===== src/rtl/control_unit.sv =====
// control_unit -- registered main decoder for a single-cycle MIPS-style core.
//
// Decodes instruction[31:26] into datapath control strobes. Every output is
// a flop, so the decode of the opcode sampled on a rising edge appears one
// cycle later; there is no combinational path from opcode to any output.
//
// Ports
//   clk       in   rising-edge clock
//   rst_n     in   asynchronous active-low reset, clears every output
//   opcode    in   [5:0] instruction[31:26]
//   RegDst    out  write-register select (1 = rd, 0 = rt)
//   Branch    out  beq
//   MemRead   out  data-memory read enable
//   MemtoReg  out  writeback source (1 = memory, 0 = ALU)
//   ALUOp     out  [1:0] 00 add, 01 sub/compare, 10 R-type (funct)
//   MemWrite  out  data-memory write enable
//   ALUSrc    out  ALU operand B (1 = sign-extended immediate)
//   RegWrite  out  register-file write enable
//   Jump      out  unconditional jump
//   Illegal   out  opcode not recognised
module control_unit (
  input  logic       clk,
  input  logic       rst_n,
  input  logic [5:0] opcode,
  output logic       RegDst,
  output logic       Branch,
  output logic       MemRead,
  output logic       MemtoReg,
  output logic [1:0] ALUOp,
  output logic       MemWrite,
  output logic       ALUSrc,
  output logic       RegWrite,
  output logic       Jump,
  output logic       Illegal
);

  localparam logic [5:0] OP_RTYPE = 6'b000000;
  localparam logic [5:0] OP_LW    = 6'b100011;
  localparam logic [5:0] OP_SW    = 6'b101011;
  localparam logic [5:0] OP_BEQ   = 6'b000100;
  localparam logic [5:0] OP_ADDI  = 6'b001000;
  localparam logic [5:0] OP_J     = 6'b000010;

  localparam logic [1:0] ALU_ADD   = 2'b00;
  localparam logic [1:0] ALU_SUB   = 2'b01;
  localparam logic [1:0] ALU_RTYPE = 2'b10;

  typedef struct packed {
    logic       reg_dst;
    logic       branch;
    logic       mem_read;
    logic       mem_to_reg;
    logic [1:0] alu_op;
    logic       mem_write;
    logic       alu_src;
    logic       reg_write;
    logic       jump;
    logic       illegal;
  } ctrl_t;

  ctrl_t ctrl_d, ctrl_q;

  // Everything defaults to 0 so each arm only lists its active strobes.
  // A 4-state X/Z opcode matches no arm and lands in default (illegal),
  // which also keeps every side-effecting strobe low.
  always_comb begin
    ctrl_d = '0;
    case (opcode)
      OP_RTYPE: begin
        ctrl_d.reg_dst   = 1'b1;
        ctrl_d.reg_write = 1'b1;
        ctrl_d.alu_op    = ALU_RTYPE;
      end
      OP_LW: begin
        ctrl_d.alu_src    = 1'b1;
        ctrl_d.mem_to_reg = 1'b1;
        ctrl_d.reg_write  = 1'b1;
        ctrl_d.mem_read   = 1'b1;
        ctrl_d.alu_op     = ALU_ADD;
      end
      OP_SW: begin
        ctrl_d.alu_src   = 1'b1;
        ctrl_d.mem_write = 1'b1;
        ctrl_d.alu_op    = ALU_ADD;
      end
      OP_BEQ: begin
        ctrl_d.branch = 1'b1;
        ctrl_d.alu_op = ALU_SUB;
      end
      OP_ADDI: begin
        ctrl_d.alu_src   = 1'b1;
        ctrl_d.reg_write = 1'b1;
        ctrl_d.alu_op    = ALU_ADD;
      end
      OP_J: begin
        ctrl_d.jump = 1'b1;
      end
      default: begin
        ctrl_d.illegal = 1'b1;
      end
    endcase
  end

  always_ff @(posedge clk or negedge rst_n) begin
    if (!rst_n) ctrl_q <= '0;
    else        ctrl_q <= ctrl_d;
  end

  assign RegDst   = ctrl_q.reg_dst;
  assign Branch   = ctrl_q.branch;
  assign MemRead  = ctrl_q.mem_read;
  assign MemtoReg = ctrl_q.mem_to_reg;
  assign ALUOp    = ctrl_q.alu_op;
  assign MemWrite = ctrl_q.mem_write;
  assign ALUSrc   = ctrl_q.alu_src;
  assign RegWrite = ctrl_q.reg_write;
  assign Jump     = ctrl_q.jump;
  assign Illegal  = ctrl_q.illegal;

endmodule


===== config.mk =====
export PLATFORM = sky130hd
export DESIGN_NAME = control_unit
export DESIGN_NICKNAME = d
export VERILOG_FILES = /design/src/rtl/control_unit.sv
export SDC_FILE = /design/constraint.sdc
export NUM_CORES = 1
export LEC_CHECK = 0
export BUFFER_PORTS_ARGS = -buffer_cell sky130_fd_sc_hd__buf_2
export CAP_MARGIN = 15
export CORE_AREA = 2 2 39 41
export DETAILED_ROUTE_END_ITERATION = 10
export DIE_AREA = 0 0 41 43
export PLACE_DENSITY = 0.53
export SYNTH_ARGS = -nofsm -noshare
export SYNTH_HDL_FRONTEND = slang
export SYNTH_SLANG_ARGS = --single-unit

===== constraint.sdc =====
create_clock -name clk -period 0.95 [get_ports clk]
set_input_delay 0.0475 -clock clk [delete_from_list [all_inputs] [get_ports clk]]
set_output_delay 0.0475 -clock clk [all_outputs]
set_load 0.005 [all_outputs]

==> results.txt <==
Status - finished, final reports clean
Max Cap Viol - 0
Met2 usage - 14.69%
DR vias - 329
Worst min path class - in -> reg
Drt pass-1 iters - 1
Avg Inst Size Synth - 12.16 sq um
Post-Synth XOR/XNOR Area - 0%
Placed cell areas - 513.0 sq um
CORE AREA - 1384 sq um
CP required - 0.90 ns
Pwr Density - 1380 nW/um^2
Cell taking the most area after synthesis - dfrtp_1
WHS - 0.05098 ns
Clock sink count - 9
# fillers - 140
Crit share post-route - 83.02%
Total power - 757.9 uW
Die Width - 41 microns
Critical Path, Cell by Cell - buf_2
Largest fanout on the critical path - 2
#FFs+latches synth - 9
CTS clk-pin slew, worst paths - 0.06 ns
Area delta synth->final - 41.16%
Grt met1 use - 13.73%
Post-route DRC - 0
CTS resizes - 0
Synth area leaders - dfrtp_1, nor4b_1, buf_4
Gpl congestion - 0.6888
Mux cell area share after synthesis - 0%
Share of layout cells above drive strength 1 - 48.21%
Compound-Gate Fraction of Synth Area - 9.325%
Initial Utilization - 28.12%
Routed len/inst - 10.46 microns
Lkg Pwr - 0.2851 nW
Die H - 43 microns
Simple-gate area share of the yosys netlist - 25.72%
Largest net degree at the start of global routing - 10
Gr busiest metal - met2
Antenna diodes - 0
Rel. slew slack - 71.48%
Hold Fails Final Rpt - 0
Fin area - 549.3 sq um
Std-Cell Rows - 14
RSZ-0062 raised after global routing - no
Grt met3 use - 0%
Synthesized Nets - 40
Vias per cell - 4.569
Initial antenna violation count - 0
Number of I/O pins - 19
GRT Util Overall - 10.80%
Post-Route WL - 753 microns
Crit. End Element - output pin
Clk root buf - clkbuf_4
Slowest Stage Delay on Critical Path - 0.37 ns
IO Port Bufs - 18
Critical path buffer and inverter count - 1
Commonest non-fill, non-tap cell in the layout - buf_2
Fin. max-slew vios - 0
Setup Viol. Count Final - 0
Adder-cell share of the synthesized area - 0%
Critical path arrival - 0.74 ns
Clk buf depth - 2
Largest family of logic cells by synthesized area - simple AND/OR/NAND/NOR gates
Crit path max-delay family - flip-flops
Final min period - 0.7887 ns
Worst slew pin tran - 0.4171 ns
Num CTS Buffers - 3
H-tree depth - 1
WS Path Type - reg -> out
Routed Antenna Nets - 0
CTS tree - built
Warnings, synthesis - 0
Area fraction of the dominant cell type after synthesis - 57.88%
Post-synthesis cell type count - 20
FMAX - 1268 MHz
Sequential cell area fraction in the yosys report - 57.88%
DIE AREA - 1763 sq um
Most frequent cells in the layout - buf_2, dfrtp_1, buf_4
Cells after Synth - 32
Post-DP HPWL - 595.4 microns
Startpoint types - flop
Slowest cell on the critical path - dfrtp_1
Nets - 65
Vias in the first global route - 305
Syn Std Cell Area - 389.1 sq um
Grt total ovfl - 0
DR iter-0 viols - 0
Final Core Density - 39.69%
First-pass GRT wire length - 1.235 mm
Max IR drop VDD - 0.0003062 V
layout make-up:
| cell class | instances | area (sq um) | area share (%) |
|---|---|---|---|
| flip-flops and latches | 9 | 225.2 | 41.00 |
| repair buffers | 24 | 137.6 | 25.06 |
| multi-input cells | 18 | 136.4 | 24.83 |
| clock buffers | 4 | 26.28 | 4.784 |
| well taps | 16 | 20.02 | 3.645 |
| inverters | 1 | 3.754 | 0.6834 |
where the power goes:
| part | internal, mW | switching [mW] | total, mW |
|---|---|---|---|
| logic | 0.0431 | 0.0470 | 0.0901 |
| registers | 0.390 | 0.00148 | 0.391 |
| clock network | 0.161 | 0.116 | 0.276 |
cells in the mapped netlist, drive strengths merged:
library cell and count:
and3 1, a211oi 2, inv 1, nor4b 3
or3 1, nand3 1, and4b 1, nor4 2
a2111oi 1, o31ai 1, or4b 1, buf 3
nor2b 1, nor2 1, nand4b 1, dfrtp 9
nor3 1, clkbuf 1
per-layer routing:
layer | up-vias | part of all wire [%]
li1 | 168 | -
met1 | 144 | 43
met2 | 17 | 49
met3 | 0 | 8.4
met4 | 0 | 0
met5 | - | 0
logic make-up (layout without fill, tap and decap cells):
kind of cell | count (synthesis) | after routing
flip-flops | 9 | 9
buffers and inverters | 5 | 29
AND/OR/NAND/NOR | 14 | 14
AO/OA/AOI/OAI | 4 | 4
path summary, 6_finish.rpt:
path,start,end,slack [ns],depth (start not counted)
setup / recovery,MemRead,MemtoReg,0.16,1
hold / removal,opcode[4],ALUSrc,0.05,2
max in group asynchronous,rst_n,Jump,0.62,2
min in group asynchronous,rst_n,ALUSrc,0.16,2
state kept, by name, indices dropped and copies added, names as in the netlist:
name	count
ALUOp	1
ALUSrc	1
Branch	1
Illegal	1
Jump	1
MemRead	1
MemWrite	1
RegDst	1
RegWrite	1
timing repair:
action                    in CTS  in global routing
buffers inserted               0                  0
hold endpoints to repair       9                  0
hold buffers                   1                  0
through the flow:
step	std cells	setup TNS [ns]	worst slack (ns)
floorplan	32	0	0.08564
global placement	67	-0.1343	-0.06365
detailed placement	67	-0.2352	-0.1115
CTS	72	0	0.1443
global route	72	0	0.06932
finish	72	0	0.1613
No activity file was read; power rests on OpenSTA's default activity.
